## src/rtl/mat_vec_seq_if.sv

```systemverilog
// Bundles the job request, weight-memory port and result bus of mat_vec_seq.
// The master side issues jobs and serves weights. The slave side is the engine.
interface mat_vec_seq_if #(
    parameter int N    = 32,
    parameter int ROWS = 16,
    parameter int COLS = 16
);
    localparam int RW = (ROWS > 1) ? $clog2(ROWS) : 1;
    localparam int CW = (COLS > 1) ? $clog2(COLS) : 1;

    logic                 start;
    logic signed [N-1:0]  vec_in  [COLS];
    logic signed [N-1:0]  bias_in [ROWS];
    logic                 w_rd_en;
    logic [RW-1:0]        w_row;
    logic [CW-1:0]        w_col;
    logic signed [N-1:0]  w_data;
    logic signed [N-1:0]  out     [ROWS];
    logic                 busy;
    logic                 done;
    logic                 out_valid;

    modport master (
        output start, vec_in, bias_in, w_data,
        input  w_rd_en, w_row, w_col, out, busy, done, out_valid
    );

    modport slave (
        input  start, vec_in, bias_in, w_data,
        output w_rd_en, w_row, w_col, out, busy, done, out_valid
    );
endinterface

```

## src/rtl/mat_vec_seq.sv

```systemverilog
// Sequential fixed-point matrix-vector multiply: out = relu(W * vec + bias).
// One weight is read per cycle in row-major order from a memory with a fixed
// one-cycle read latency. One product is accumulated per returned weight.
module mat_vec_seq #(
    parameter int N    = 32,
    parameter int ROWS = 16,
    parameter int COLS = 16,
    parameter int FRAC = 11,
    parameter int RELU = 1
) (
    input  logic         clk,
    input  logic         rst,
    mat_vec_seq_if.slave bus
);
    localparam int RW = (ROWS > 1) ? $clog2(ROWS) : 1;
    localparam int CW = (COLS > 1) ? $clog2(COLS) : 1;
    localparam int PW = 2 * N;
    localparam logic [RW-1:0] ROW_LAST = RW'(ROWS - 1);
    localparam logic [CW-1:0] COL_LAST = CW'(COLS - 1);

    typedef enum logic [1:0] {S_IDLE, S_MAC, S_DRAIN, S_DONE} state_t;

    state_t              state_q,     state_d;
    logic [RW-1:0]       row_q,       row_d;
    logic [CW-1:0]       col_q,       col_d;
    logic                rd_vld_q,    rd_vld_d;
    logic [RW-1:0]       rd_row_q,    rd_row_d;
    logic [CW-1:0]       rd_col_q,    rd_col_d;
    logic                w_rd_en_q,   w_rd_en_d;
    logic                busy_q,      busy_d;
    logic                done_q,      done_d;
    logic                out_valid_q, out_valid_d;
    logic signed [N-1:0] acc_q,       acc_d;
    logic signed [N-1:0] vec_q  [COLS];
    logic signed [N-1:0] vec_d  [COLS];
    logic signed [N-1:0] bias_q [ROWS];
    logic signed [N-1:0] bias_d [ROWS];
    logic signed [N-1:0] out_q  [ROWS];
    logic signed [N-1:0] out_d  [ROWS];

    logic signed [PW-1:0] w_ext;
    logic signed [PW-1:0] v_ext;
    logic signed [PW-1:0] prod_full;
    logic signed [N-1:0]  prod_n;
    logic signed [N-1:0]  acc_base;
    logic signed [N-1:0]  sum_n;
    logic signed [N-1:0]  res_n;

    // Sequencer: job acceptance, row-major address generation, completion.
    // NOTE: every signal written here gets a default first, so no path leaves
    // it unassigned and no latch is inferred.
    always_comb begin
        state_d     = state_q;
        row_d       = row_q;
        col_d       = col_q;
        rd_vld_d    = 1'b0;
        rd_row_d    = rd_row_q;
        rd_col_d    = rd_col_q;
        w_rd_en_d   = w_rd_en_q;
        busy_d      = busy_q;
        done_d      = 1'b0;
        out_valid_d = out_valid_q;
        vec_d       = vec_q;
        bias_d      = bias_q;

        unique case (state_q)
            S_IDLE: begin
                if (bus.start) begin
                    vec_d       = bus.vec_in;
                    bias_d      = bus.bias_in;
                    out_valid_d = 1'b0;
                    busy_d      = 1'b1;
                    w_rd_en_d   = 1'b1;
                    row_d       = '0;
                    col_d       = '0;
                    state_d     = S_MAC;
                end
            end
            S_MAC: begin
                // The address on the bus this cycle returns data next cycle.
                rd_vld_d = 1'b1;
                rd_row_d = row_q;
                rd_col_d = col_q;
                if (col_q == COL_LAST) begin
                    col_d = '0;
                    if (row_q == ROW_LAST) begin
                        row_d     = '0;
                        w_rd_en_d = 1'b0;
                        state_d   = S_DRAIN;
                    end else begin
                        row_d = row_q + RW'(1);
                    end
                end else begin
                    col_d = col_q + CW'(1);
                end
            end
            S_DRAIN: begin
                // The last weight lands this cycle, so the final row is written at this edge.
                state_d     = S_DONE;
                done_d      = 1'b1;
                out_valid_d = 1'b1;
            end
            S_DONE: begin
                state_d = S_IDLE;
                busy_d  = 1'b0;
            end
            default: state_d = S_IDLE;
        endcase
    end

    // Datapath: scaled product, row accumulation, bias and ReLU on the last column.
    always_comb begin
        w_ext     = PW'(bus.w_data);
        v_ext     = PW'(vec_q[rd_col_q]);
        prod_full = w_ext * v_ext;
        prod_n    = N'(prod_full >>> FRAC);
        acc_base  = (rd_col_q == '0) ? '0 : acc_q;
        sum_n     = acc_base + prod_n;
        res_n     = sum_n + bias_q[rd_row_q];
        if (RELU != 0 && res_n[N-1]) begin
            res_n = '0;
        end

        acc_d = acc_q;
        out_d = out_q;
        if (rd_vld_q) begin
            acc_d = sum_n;
            if (rd_col_q == COL_LAST) begin
                out_d[rd_row_q] = res_n;
            end
        end
    end

    // Control and result registers, all cleared by the synchronous reset.
    // NOTE: state is updated with non-blocking assignments, so every flop samples
    // the values from before the edge, whatever the statement order.
    always_ff @(posedge clk) begin
        if (rst) begin
            state_q     <= S_IDLE;
            row_q       <= '0;
            col_q       <= '0;
            rd_vld_q    <= 1'b0;
            rd_row_q    <= '0;
            rd_col_q    <= '0;
            w_rd_en_q   <= 1'b0;
            busy_q      <= 1'b0;
            done_q      <= 1'b0;
            out_valid_q <= 1'b0;
            acc_q       <= '0;
            for (int i = 0; i < ROWS; i++) begin
                out_q[i] <= '0;
            end
        end else begin
            state_q     <= state_d;
            row_q       <= row_d;
            col_q       <= col_d;
            rd_vld_q    <= rd_vld_d;
            rd_row_q    <= rd_row_d;
            rd_col_q    <= rd_col_d;
            w_rd_en_q   <= w_rd_en_d;
            busy_q      <= busy_d;
            done_q      <= done_d;
            out_valid_q <= out_valid_d;
            acc_q       <= acc_d;
            out_q       <= out_d;
        end
    end

    // Operand latches for the vector and bias of the running job.
    // NOTE: these arrays have no reset. They are always reloaded on an accepted
    // start before any use, so they can stay plain enable registers.
    always_ff @(posedge clk) begin
        vec_q  <= vec_d;
        bias_q <= bias_d;
    end

    assign bus.w_rd_en   = w_rd_en_q;
    assign bus.w_row     = row_q;
    assign bus.w_col     = col_q;
    assign bus.out       = out_q;
    assign bus.busy      = busy_q;
    assign bus.done      = done_q;
    assign bus.out_valid = out_valid_q;
endmodule

```

## src/flat_wrapper.sv

```systemverilog
// flat-port wrapper written by rule: the top's interface ports become plain ports
module mat_vec_seq_flat 
#(
    parameter int N    = 32,
    parameter int ROWS = 16,
    parameter int COLS = 16,
    parameter int FRAC = 11,
    parameter int RELU = 1
)
  (clk, rst, bus_start, bus_vec_in, bus_bias_in, bus_w_data, bus_w_rd_en, bus_w_row, bus_w_col, bus_out, bus_busy, bus_done, bus_out_valid);
  mat_vec_seq_if #(.N(N), .ROWS(ROWS), .COLS(COLS)) bus_i ();
  input  logic clk;
  input  logic rst;
  input wire logic [$bits(bus_i.start)-1:0] bus_start;
  input wire logic [$bits(bus_i.vec_in)-1:0] bus_vec_in;
  input wire logic [$bits(bus_i.bias_in)-1:0] bus_bias_in;
  input wire logic [$bits(bus_i.w_data)-1:0] bus_w_data;
  output wire logic [$bits(bus_i.w_rd_en)-1:0] bus_w_rd_en;
  output wire logic [$bits(bus_i.w_row)-1:0] bus_w_row;
  output wire logic [$bits(bus_i.w_col)-1:0] bus_w_col;
  output wire logic [$bits(bus_i.out)-1:0] bus_out;
  output wire logic [$bits(bus_i.busy)-1:0] bus_busy;
  output wire logic [$bits(bus_i.done)-1:0] bus_done;
  output wire logic [$bits(bus_i.out_valid)-1:0] bus_out_valid;
  assign bus_i.start = bus_start;
  assign bus_i.vec_in = {>>{bus_vec_in}};
  assign bus_i.bias_in = {>>{bus_bias_in}};
  assign bus_i.w_data = bus_w_data;
  assign bus_w_rd_en = bus_i.w_rd_en;
  assign bus_w_row = bus_i.w_row;
  assign bus_w_col = bus_i.w_col;
  assign bus_out = {>>{bus_i.out}};
  assign bus_busy = bus_i.busy;
  assign bus_done = bus_i.done;
  assign bus_out_valid = bus_i.out_valid;
  mat_vec_seq #(.N(N), .ROWS(ROWS), .COLS(COLS), .FRAC(FRAC), .RELU(RELU)) u_core (.clk(clk), .rst(rst), .bus(bus_i));
endmodule
```

## config.mk

```make
export PLATFORM = sky130hd
export DESIGN_NAME = mat_vec_seq_flat
export DESIGN_NICKNAME = d
export VERILOG_FILES = /design/src/rtl/mat_vec_seq_if.sv /design/src/rtl/mat_vec_seq.sv /design/src/flat_wrapper.sv
export SDC_FILE = /design/constraint.sdc
export NUM_CORES = 2
export LEC_CHECK = 0
export ABC_AREA = 1
export BUFFER_PORTS_ARGS = -buffer_cell sky130_fd_sc_hd__buf_2
export CAP_MARGIN = 20
export CORE_AREA = 2 2 626 628
export DETAILED_ROUTE_END_ITERATION = 10
export DIE_AREA = 0 0 628 630
export GPL_TIMING_DRIVEN = 0
export PLACE_DENSITY_LB_ADDON = 0.25
export SKIP_LAST_GASP = 1
export SLEW_MARGIN = 30
export SYNTH_ARGS = -nofsm -noshare
export SYNTH_HDL_FRONTEND = slang
export SYNTH_SLANG_ARGS = --single-unit
```

## constraint.sdc

```tcl
create_clock -name clk -period 28.5 [get_ports clk]
set_clock_uncertainty 0.05 [all_clocks]
set_input_delay 8.55 -clock clk [delete_from_list [all_inputs] [get_ports clk]]
set_output_delay 8.55 -clock clk [all_outputs]
set_load 0.02 [all_outputs]
```

==> summary.md <==
| Metric | Value |
|---|---|
| CP Capture Type | register |
| Die height | 630 um |
| Hold Path Class | reg2reg |
| Depth of the worst register-to-register path | 60 |
| Slack of the worst reg-to-reg path | 11280 ps |
| Largest incremental delay on the critical path | 730 ps |
| Fillcell total | 41583 |
| Routability cong. | 0.940 |
| Placement-stage worst setup slack | 6630 ps |
| Leading register cell type out of synthesis | edfxtp_1 |
| Slew margin rel. | 20.2% |
| Antenna violations before repair | 303 |
| Top cell types by occurrence after synthesis | 1037 x inv_1, 1024 x edfxtp_1, 961 x nor2_1, 877 x o21ai_0, 832 x nand2_1 |
| TritonCTS clock tree | built |
| Number of enable flip-flop cells after synthesis | 1024 |
| Total of endpoints with negative setup slack in the final report | 0 |
| Register bit count reported by yosys | 1575 |
| Non-Filler Instances | 15614 |
| Arrival time reported for the critical path endpoint | 21810 ps |
| First-pass GRT wire length | 596000 um |
| Die Outline Area | 0.396 mm2 |
| Critical-path maximum fanout | 11 |
| Clock slew at the register clock pins of the worst setup and hold paths | 60 ps |
| Required time of the critical path | 29220 ps |
| Fraction of final layout cells sized beyond drive strength 1 | 21.8% |
| Number of buffers between clock root and the deepest sink | 4 |
| CP max stage cell | buf_2 |
| Fmax | 47.4 MHz |
| Cell type contributing the most total cell area after synthesis | edfxtp_1 |
| Detailed Routing Iterations Pass 1 | 8 |
| Overall routed net length | 445000 um |
| Average wire length per cell after detail routing | 28.5 um |
| Width of the chip | 628 um |
| Number of I/O port buffers | 1547 |
| Design Area, Final | 0.108 mm2 |
| Hold_buf cts | 0 |
| Netlist Area Pre-Place | 0.0864 mm2 |
| Remaining antenna violation count after routing | 0 |
| Post-synthesis cell type count | 50 |
| Relative area change from synthesis to final layout | 25.6% |
| NumNets Final | 12158 |
| Overall via count from detail_route | 72844 |
| Minimum clock period after layout | 21090 ps |
| Via count of the first global-routing pass | 70449 |
| Instance count of the mapped netlist | 8332 |
| Total grt overflow | 0 |
| Standard-cell row count | 229 |
| Final Hold Fails | 0 |
| Vias per cell | 4.67 |
| Io pins | 1583 |
| TritonCTS sink count | 1575 |
| Clock latency of the later-clocked register in the worst-skew pair | 920 ps |
| Mean cell area of the mapped netlist | 10.4 um2 |
| Actual transition at the worst max-transition pin | 1200 ps |
| Setup bufs post-CTS | 0 |
| Capturing point of the worst reg2reg path | u_core.bus.out[418]$_SDFFE_PP0P_ |
| Clock Tree Root | clkbuf_16 |
| Top-area cell type share of the netlist area | 35.6% |
| Final total negative setup slack | 0 ps |
| Sequential-to-total area share from yosys stat | 48.4% |
| Critical path capture point | u_core.bus.out[418]$_SDFFE_PP0P_ |
| Warnings from Yosys | 0 |
| Most numerous cell on the critical path | nand2_1 |
| Remaining DRCs | 0 |
| Crit start category | input port |
| Number of buffers created by CTS | 189 |
| Async set or reset register ratio after synthesis | 0% |
| Total count of max-transition violations in the final report | 0 |
| Number of levels the H-tree was split into | 4 |
| Core box area | 0.388 mm2 |
| Largest net degree at the start of global routing | 32 |
| Result of the run | completed |
| Initial core utilization | 22.2% |
| Detailed placement HPWL | 368000 um |
| Startpoint of the most critical register-to-register path | u_core.rd_col_q[1]$_SDFFE_PP0P_ |
| Unrepaired setup endpoints after global routing | false |
| Largest cells by area after synthesis | edfxtp_1 36%, fa_1 17%, dfxtp_1 13%, o21ai_0 5.1%, inv_1 4.5% |
| Final worst path period share | 74.0% |
| Number of gates given a new drive strength after cts | 0 |
| Overall Global Routing Usage | 21.7% |
| Placement-stage cell area | 0.102 mm2 |
| Smallest setup slack after layout | 7410 ps |
| Crit Path Category | in2reg |
| Count leader, synth | inv_1 |
| Detailed Route Iter0 Violations | 7710 |
| Source of the critical timing path | bus_w_data[12] |
| Cell Count Post-Placement | 15154 |
| Max-capacitance violation count | 0 |
## worst min path at each step
stage                                 startpoint                           end  slack, ps  cells past startpoint
floorplan           u_core.acc_q[0]$_SDFFE_PP0P_  u_core.acc_q[0]$_SDFFE_PP0P_        380                      2
global placement    u_core.acc_q[0]$_SDFFE_PP0P_  u_core.acc_q[0]$_SDFFE_PP0P_        400                      2
detailed placement  u_core.acc_q[0]$_SDFFE_PP0P_  u_core.acc_q[0]$_SDFFE_PP0P_        400                      2
CTS                 u_core.acc_q[0]$_SDFFE_PP0P_  u_core.acc_q[0]$_SDFFE_PP0P_        410                      2
global route        u_core.acc_q[0]$_SDFFE_PP0P_  u_core.acc_q[0]$_SDFFE_PP0P_        440                      2
finish              u_core.acc_q[0]$_SDFFE_PP0P_  u_core.acc_q[0]$_SDFFE_PP0P_        410                      2
## layer usage
layer	share of wire (%)	track usage (%)	vias to the layer above
li1	-	-	31555
met1	40	27.3	36641
met2	47	35.7	3521
met3	7.9	4.97	1001
met4	4.7	8.97	126
met5	0.18	0	-
## registers in the layout, indices dropped and copies added (netlist names)
register,cells
u_core.bias_q,512
u_core.vec_q,512
u_core.bus.out,496
u_core.acc_q,32
u_core.bus.w_col,4
u_core.bus.w_row,4
u_core.rd_col_q,4
u_core.rd_row_q,4
u_core.state_q,2
u_core.bus.busy,1
u_core.bus.done,1
u_core.bus.out_valid,1
u_core.bus.w_rd_en,1
u_core.rd_vld_q,1
## metrics by stage
| step | utilization [%] | hold slack, ps |
|---|---|---|
| floorplan | - | 384 |
| global placement | 25.9 | 398 |
| detailed placement | 26.3 | 403 |
| CTS | 27.9 | 413 |
| global route | 27.9 | 444 |
| finish | 27.9 | 411 |
## worst max-delay path, delay by kind of cell
kind | cells | cell delay (ps)
buffers and inverters | 12 | 2730
AO/OA/AOI/OAI | 9 | 2010
XOR/XNOR | 2 | 520
AND/OR/NAND/NOR | 18 | 2680
adder cells (fa/ha/maj) | 11 | 5290
## area by class of cell
type	instances	area (um2)	area share, %
Antenna cell	117	293	0.270
Buffer	534	2440	2.25
Clock buffer	250	5280	4.87
Clock inverter	91	851	0.785
Inverter	1056	3970	3.66
Multi-Input combinational cell	5182	38400	35.4
Sequential cell	1575	41800	38.5
Tap cell	5197	6500	6.00
Timing Repair Buffer	1612	8920	8.22
## placed cells by master, fill, tap and decap left out, types with 31 or more instances in the layout
cell       synthesis  routed
xnor2_1           33      33
dfxtp_1          551     551
o221ai_1          84      82
o22ai_1          142     140
fa_1             722     722
clkbuf_1         420     413
ha_1             227     227
nor2_1           961     951
diode_2            0     117
o21ai_0          877     872
buf_12             2      37
clkbuf_16          0     194
buf_4             43      50
inv_1           1037    1036
a21oi_2          127     127
buf_2             38    1591
clkinv_1          15      35
a21oi_1          532     532
nand2_1          832     832
xor2_1            69      69
nor3_1           211     210
clkbuf_2           0      42
edfxtp_1        1024    1024
nand3_1          126     126
o211ai_1          31      31
## cell families after synthesis
family,Yosys count,synth area share (%)
other cells,1,0.00434
compound gates,1917,12.8
fa+ha+maj,949,20.0
buf+inv,1590,7.36
flops,1575,48.4
xor+xnor,102,1.03
simple gates,2198,10.4
Power is left out: the tool's default activity adds up to more than one toggle a clock period on the data nets, which glitch-free logic cannot reach.
